$ cat src/rtl/kernel_pack.sv
// Packs narrow upstream beats into wide kernel words and feeds them to the kernel memory.
// Define KERNEL_PACK_MSB_FIRST_EN to place the first beat of each word in the MSBs.
module kernel_pack #(
  parameter int unsigned GROUP_NB   = 4,
  parameter int unsigned KER_WIDTH  = 16,
  parameter int unsigned DEPTH_NB   = 16,
  parameter int unsigned UP_WIDTH   = 64,
  parameter int unsigned MEM_AWIDTH = 16,
  localparam int unsigned W         = GROUP_NB * KER_WIDTH * DEPTH_NB
) (
  input  logic                  clk,
  input  logic                  rst,
  input  logic [MEM_AWIDTH-1:0] cfg_words,
  input  logic                  cfg_set,
  input  logic [UP_WIDTH-1:0]   up_data,
  input  logic                  up_val,
  output logic                  up_rdy,
  output logic [W-1:0]          wr_data,
  output logic                  wr_data_val,
  input  logic                  wr_data_rdy,
  output logic [MEM_AWIDTH-1:0] wr_cfg_end,
  output logic                  wr_cfg_set,
  output logic                  busy
);

  localparam int unsigned BEATS = W / UP_WIDTH;
  localparam int unsigned BW    = (BEATS > 1) ? $clog2(BEATS) : 1;
  localparam logic [BW-1:0] LAST_BEAT = BW'(BEATS - 1);

  localparam logic [1:0] IDLE  = 2'd0;
  localparam logic [1:0] CFG   = 2'd1;
  localparam logic [1:0] LOAD  = 2'd2;
  localparam logic [1:0] DRAIN = 2'd3;

  logic [1:0]            state_q, state_d;
  logic [MEM_AWIDTH-1:0] words_q, wr_base_q, word_cnt_q, word_cnt_inc;
  logic [MEM_AWIDTH-1:0] cfg_end_q;
  logic                  cfg_set_q;
  logic [BW-1:0]         beat_cnt_q, slot;
  logic [W-1:0]          pack_q, pack_d, out_q;
  logic                  val_q;
  logic                  last_beat, accept, word_done, cfg_take;

  always_comb begin
    last_beat    = (beat_cnt_q == LAST_BEAT);
    // Only the final beat has to wait for the output register to free up.
    up_rdy       = (state_q == LOAD) && !(last_beat && val_q && !wr_data_rdy);
    accept       = up_val && up_rdy;
    word_done    = accept && last_beat;
    word_cnt_inc = word_cnt_q + MEM_AWIDTH'(1);
    cfg_take     = (state_q == IDLE) && cfg_set && (cfg_words != '0);
`ifdef KERNEL_PACK_MSB_FIRST_EN
    slot = LAST_BEAT - beat_cnt_q;
`else
    slot = beat_cnt_q;
`endif
    pack_d = pack_q;
    if (accept) begin
      pack_d[slot*UP_WIDTH +: UP_WIDTH] = up_data;
    end
  end

  always_comb begin
    state_d = state_q;
    case (state_q)
      IDLE:    if (cfg_take) state_d = CFG;
      CFG:     state_d = LOAD;
      LOAD:    if (word_done && (word_cnt_inc == words_q)) state_d = DRAIN;
      DRAIN:   if (!val_q || wr_data_rdy) state_d = IDLE;
      default: state_d = IDLE;
    endcase
  end

  always_ff @(posedge clk or negedge rst) begin
    if (!rst) begin
      state_q    <= IDLE;
      words_q    <= '0;
      wr_base_q  <= '0;
      word_cnt_q <= '0;
      beat_cnt_q <= '0;
      cfg_end_q  <= '0;
      cfg_set_q  <= 1'b0;
      pack_q     <= '0;
      out_q      <= '0;
      val_q      <= 1'b0;
    end else begin
      state_q   <= state_d;
      cfg_set_q <= 1'b0;
      if (cfg_take) begin
        words_q   <= cfg_words;
        cfg_end_q <= wr_base_q + cfg_words - MEM_AWIDTH'(1);
        cfg_set_q <= 1'b1;
      end
      if (state_q == CFG) begin
        wr_base_q  <= wr_base_q + words_q;
        word_cnt_q <= '0;
        beat_cnt_q <= '0;
      end
      if (accept) begin
        pack_q     <= pack_d;
        beat_cnt_q <= last_beat ? '0 : beat_cnt_q + BW'(1);
      end
      if (word_done) begin
        out_q      <= pack_d;
        val_q      <= 1'b1;
        word_cnt_q <= word_cnt_inc;
      end else if (val_q && wr_data_rdy) begin
        val_q <= 1'b0;
      end
    end
  end

  assign wr_data     = out_q;
  assign wr_data_val = val_q;
  assign wr_cfg_end  = cfg_end_q;
  assign wr_cfg_set  = cfg_set_q;
  assign busy        = (state_q != IDLE);

endmodule

$ cat config.mk
export PLATFORM = sky130hd
export DESIGN_NAME = kernel_pack
export DESIGN_NICKNAME = d
export VERILOG_FILES = /design/src/rtl/kernel_pack.sv
export SDC_FILE = /design/constraint.sdc
export NUM_CORES = 2
export LEC_CHECK = 0
export CORE_AREA = 2 2 441 443
export DETAILED_ROUTE_END_ITERATION = 6
export DIE_AREA = 0 0 443 445
export HOLD_SLACK_MARGIN = 0.12
export PLACE_DENSITY = 0.72
export SETUP_SLACK_MARGIN = 0.1
export SYNTH_ARGS = -nofsm -noshare
export SYNTH_HDL_FRONTEND = slang
export SYNTH_SLANG_ARGS = --single-unit
$ cat constraint.sdc
create_clock -name clk -period 4 [get_ports clk]
set_clock_uncertainty 0.05 [all_clocks]
set_input_delay 0.6 -clock clk [delete_from_list [all_inputs] [get_ports clk]]
set_output_delay 0.6 -clock clk [all_outputs]
set_load 0.1 [all_outputs]
======== Word-level counts from Yosys, hierarchy flattened ========
Cells that the tools add are included.
storage, ports and cells
  register bits after elaboration ......... 2,120
  bits of input ports ..................... 85
  output and inout port bits .............. 1,044
operators by class
  add/sub/neg operators ................... 6
  eq/ne operators ......................... 8
  shift operators ......................... 2
  mux-type cells .......................... 14
  reduce and logical (&&, ||, !) cells .... 20
operators by type and width
  cell                                                                         number
  1024-bit bitwise mux                                                         1
  1024-bit 2-to-1 mux                                                          1
  64-bit by 34-bit variable shift with 1024-bit output (first input constant)  1
  64-bit by 34-bit variable part select with 1024-bit output                   1
  10-bit negator with 34-bit output                                            1
  16-bit adder                                                                 2
  16-bit 2-to-1 mux                                                            2
  16-bit by 1-bit adder with 16-bit output (second input constant)             1
  16-bit == test                                                               1
  16-bit nonzero test                                                          1
  16-bit by 1-bit subtractor with 16-bit output (second input constant)        1
  4-bit 2-to-1 mux                                                             3
  1-bit logical AND                                                            9
  2-bit case mux with 4 select lines                                           1
  2-bit nonzero test                                                           4
  2-bit 2-to-1 mux                                                             3
  4-bit by 1-bit adder with 4-bit output (second input constant)               1
  2-bit == test (second input constant)                                        2
  4-bit == test (second input constant)                                        1
  2-bit != test (second input constant)                                        2
  1-bit logical NOT                                                            3
  1-bit 2-to-1 mux                                                             3
  3-bit AND reduction                                                          1
  2-bit by 1-bit == test with 1-bit output (second input constant)             1
  other kinds (3)                                                              3

======== Logic depth before layout (Yosys ltp) ========
  word-level depth ........................ 10
  gate-level depth with buffers ........... 13
  mapped depth without buffers ............ 13

======== Worst setup path before layout ========
OpenSTA, ideal clock, no wires.
  path kind ............................... reg2reg
  start point ............................. register val_q, in the netlist wr_data_val
  end point ............................... register out_q[35], in the netlist wr_data[35]
  setup time .............................. 120 ps
  arrival ................................. 3,224 ps
  required time ........................... 3,830 ps
  path slack .............................. 607 ps
  cell stages (with the launch flop) ...... 9
  path buffers ............................ 1
  clock period less this slack ............ 3,393 ps
  cells stage by stage .................... dfrtp_1 nand2b_1 o21a_1 nand2_1 nor4_4 buf_2 mux2_2 nand2_1 nand2_1
on the way
  cells in the longest elaborated chain, start to end .. 6
RTL lines
  item                                                      RTL line  source
  from (decl)                                               41        logic val_q;
  from (signal assigned)                                    85        val_q <= 1'b0;
  from (signal assigned)                                    105       val_q <= 1'b1;
  from (signal assigned)                                    108       val_q <= 1'b0;
  1-bit logical AND (*) (2 in series)                       47        up_rdy = (state_q == LOAD) && !(last_beat && val_q && !wr_data_rdy);
  1-bit logical NOT (*)                                     47
  1-bit logical AND (*)                                     47
  via up_rdy                                                17        output logic up_rdy,
  1-bit logical AND (*)                                     48        accept = up_val && up_rdy;
  1024-bit 2-to-1 mux or 1-bit logical AND (tied branches)  58, 49
  to (signal assigned)                                      104       out_q <= pack_d;
  to (decl)                                                 40        logic [W-1:0] pack_q, pack_d, out_q;
Mark *: on every way through the listed nets, which the timed path passes. The rest lies on a longest branch.
A chain may end at the register's enable or synchronous reset.

======== Worst setup path in the final report ========
  start point ............................. register state_q[0]
  end point ............................... output port busy
on the way
  cells in the longest elaborated chain, start to end .. 1
RTL lines
  item                    RTL line  source
  from (decl)             35        logic [1:0] state_q, state_d;
  from (signal assigned)  87        state_q <= state_d;
  2-bit nonzero test      117       assign busy = (state_q != IDLE);
  to (decl)               23        output logic busy
No other way between the ends.

==> results_dict.tcl <==
set metrics [dict create \
    outcome "complete, no violations" \
    chipHeight_um 445 \
    yosys-mux-area-fraction_pct 23.8 \
    cts_root_buf "clkbuf_16" \
    pwr_density_cell_nw_per_um2 491 \
    critical_path_arrival_ns 2.95 \
    cts_made_buffers 212 \
    placement.setup.worst_slack_ns 0.324 \
    layout_setup_ws_ns 0.402 \
    worstPathRequired_ns 3.35 \
    fp.coreArea_um2 192000 \
    leading_cell_type_in_the_layout_fill_and_taps_excluded "dfrtp_1" \
    cpMaxStageDelayCell "clkdlybuf4s50_1" \
    grt_start_max_net_pins 151 \
    syn-cell-area_um2 83000 \
    insertion_delay_ns 0.88 \
    htreeDepth 4 \
    whs_endpoint "words_q[0]$_DFFE_PN0P_" \
    timing.slew.headroom_pct 14.6 \
    power.combinational.fraction_pct 15.2 \
    arithmetic_cell_share_of_the_synthesized_area_counting_full_adders_half_adders_and_majority_gates_pct 0.847 \
    clock_power_share_pct 40.1 \
    design.final.nets 7257 \
    wl_cell_um 26.8 \
    die_width_um 443 \
    synth-compound-area-share_pct 1.26 \
    hold_viol_final 0 \
    final.fill_count 15600 \
    drc_errors 0 \
    netSwitchingPower_mw 14.5 \
    final_cell_mix "2119 x dfrtp_1, 1646 x mux2_2, 1083 x clkdlybuf4s50_1, 1030 x nand2_1, 213 x clkbuf_16" \
    final_core_util_pct 54.8 \
    max_clock_freq_mhz 278 \
    timing.final.max_slew_violations 0 \
    netSwitchingFraction_pct 28.0 \
    netlist_instances 5959 \
    worst_setup_hold_path_clk_slew_ns 0.07 \
    worstMarginPinSlew_ns 1.28 \
    numClockSinks 2120 \
    internal_power_mw 37.2 \
    route.antenna.remaining_nets 0 \
    r2r-end "wr_data[431]$_DFFE_PN0P_" \
    ys.flop_type "dfrtp_1" \
    crit_path_cell_trace "inv_1 > ha_1 > inv_1 > clkdlybuf4s50_1" \
    synth.avg_cell_area_um2 13.9 \
    synth-edff-count 0 \
    postCtsSetupRepairBufs 0 \
    cap_viol_max_count 0 \
    cp-end-kind "output pin" \
    critical_path.reg2reg.startpoint "beat_cnt_q[0]$_DFFE_PN0P_" \
    gp_congestion 0.887 \
    finalSetupViolations 0 \
    r2r_setup_slack_ns 0.68 \
    global_route.overflow_total 0 \
    synth_simple_gate_area_share_pct 7.71 \
    finished_layout_cells 9849 \
    asyncSetResetFlopFracSynth_pct 100 \
    routed_wl_um 264000 \
    numPortBuffers 1128 \
    grt_pass1_wl_um 383000 \
    cp_max_fo 4 \
    synth_nets 6099 \
    startpoint_type "flip-flop" \
    synth_cell_type_count 66 \
    maximum_cell_stage_delay_along_the_critical_path_ns 1.19 \
    whs_path_depth 3 \
    routed-via-count 52500 \
    grt_pass1_vias 54600 \
    ios 1129 \
    holdCritPathClass "in -> reg" \
    cts_resized 0 \
    post_route_cells_drive_above_1_share_pct 30.9 \
    groute.usage.overall_pct 26.4 \
    critPathLaunch "state_q[0]$_DFFE_PN0P_" \
    total_chip_power_mw 51.7 \
    placement_rows 161 \
    critical_path_class "reg -> out" \
    antenna_found_initial 9 \
    start_util_pct 43.2 \
    synth_top_family_by_area "multiplexers" \
    seqPwrFrac_pct 44.7 \
    vdd_ir_drop_max_v 0.000676 \
    flow.area_growth_from_synthesis_pct 26.8 \
    post_synth_xor_area_fraction_pct 0.399 \
    synth_warnings 0 \
    ff_latch_area_um2 53100 \
    holdBufCountCts 1 \
    synth_seq_cells 2120 \
    die_area_um2 197000 \
    firstDrtPassIters 5 \
    synth.yosys.seq_area_share_pct 63.9 \
    hpwlAfterDp_um 188000 \
    hold_path_startpoint "cfg_words[0]" \
    vias_per_cell 5.33 \
    cts_tree "yes" \
    detailedRoute.firstIterationViolations 3472 \
    rsz_0062_raised_after_global_routing "false" \
    clock_path_buffers 3 \
    setup_tns_ns 0 \
    critPathMostFrequentCell "inv_1" \
    timing.final.crit_share_pct 89.9 \
    min_period_ns 3.60 \
    multi_input_comb_area_um2 28400 \
    placed_cells 9428 \
    rr_worst_depth 9 \
    p_leak_nw 52.7 \
]
==> kinds of logic (layout without fill, tap and decap cells) <==
group                      Yosys count  after routing
DFF                               2120           2120
muxes                             1735           1735
and+or+nand+nor                   1443           1443
buffers and inverters              397           1734
AOI/OAI and AO/OA                  172            172
adders and majority gates           55             55
xor gates and xnor gates            37             37
other                                0             27
==> cells in the mapped netlist, types with 4 or more instances <==
cell | number | area share (%)
dfrtp_1 | 2120 | 64
mux2_2 | 1646 | 22
nand2_1 | 1030 | 4.7
clkbuf_1 | 186 | 0.84
and3_1 | 133 | 1.0
and2_1 | 132 | 0.99
buf_2 | 91 | 0.55
o21ai_0 | 81 | 0.49
inv_1 | 79 | 0.36
mux2_4 | 60 | 1.1
ha_1 | 53 | 0.80
nor2_1 | 35 | 0.16
mux2_1 | 27 | 0.37
nand3_1 | 26 | 0.16
buf_1 | 25 | 0.11
a21oi_1 | 24 | 0.14
xnor2_1 | 22 | 0.23
nor3_1 | 16 | 0.096
buf_6 | 14 | 0.19
xor2_1 | 14 | 0.15
nand2b_1 | 13 | 0.098
o31ai_1 | 13 | 0.12
or3_1 | 13 | 0.098
nand4_1 | 9 | 0.068
o21a_1 | 8 | 0.072
a21o_1 | 7 | 0.063
o211ai_1 | 7 | 0.063
or4_1 | 6 | 0.054
a211oi_1 | 5 | 0.045
a31oi_1 | 5 | 0.038
nor2_2 | 5 | 0.038
nor2b_1 | 5 | 0.038
nor4_1 | 4 | 0.030
==> area by class of cell <==
cell class                      instances  area share [%]
Inverter                               80           0.285
Timing Repair Buffer                 1261            12.3
Antenna cell                           27          0.0642
Sequential cell                      2120            50.4
Multi-Input combinational cell       3442            26.9
Clock buffer                          310            5.82
Tap cell                             2526            3.00
Clock inverter                         83            1.18
==> state kept, by name, summed over array words and instances (netlist names), 2 cells and up <==
signal / cells
beat_cnt_q: 4
pack_q: 1024
state_q: 2
word_cnt_q: 16
words_q: 16
wr_base_q: 16
wr_cfg_end: 16
wr_data: 1024
==> metrics by stage <==
stage	cell area, um2	hold WS (ns)
after CTS	105000	0.206
after global placement	97800	0.407
final	105000	0.288
after global routing	105000	0.273
after detailed placement	97800	0.411
after floorplan	83000	0.254
==> how the worst max path moves through the flow <==
| stage | endpoint | slack (ns) | cells past startpoint |
|---|---|---|---|
| global placement | wr_cfg_end[15]$_DFFE_PN0P_ | 0.21 | 14 |
| CTS | busy | 0.33 | 4 |
| floorplan | wr_data[35]$_DFFE_PN0P_ | 0.61 | 8 |
| detailed placement | wr_cfg_end[15]$_DFFE_PN0P_ | 0.32 | 14 |
| global route | busy | 0.31 | 4 |
| finish | busy | 0.40 | 4 |
==> layer usage <==
layer	GRT usage, %	part of all wire (%)	up-vias
li1	-	-	22600
met1	31.6	38	27700
met2	44.4	50	1638
met3	5.03	5.3	553
met4	16.0	6.7	4
met5	0	0.0095	-
==> power groups by stage <==
| stage | Clock (mW) | Combinational, mW | Sequential, mW |
|---|---|---|---|
| 3_3_place_gp | 0 | 7.67 | 23.4 |
| 6_report | 20.8 | 7.87 | 23.1 |
| 4_1_cts | 21.1 | 7.92 | 23.1 |
| 3_5_place_dp | 0 | 7.86 | 23.5 |
| 2_1_floorplan | 0 | 4.41 | 23.8 |
| 5_1_grt | 22.0 | 8.56 | 23.2 |
==> worst max-delay path, delay by kind of cell, from the launching register on <==
kind	cells	cell delay (ns)
flops	1	0.37
buf+inv	3	1.47
fa+ha+maj	1	0.23
(Power assumes the default switching activity.)
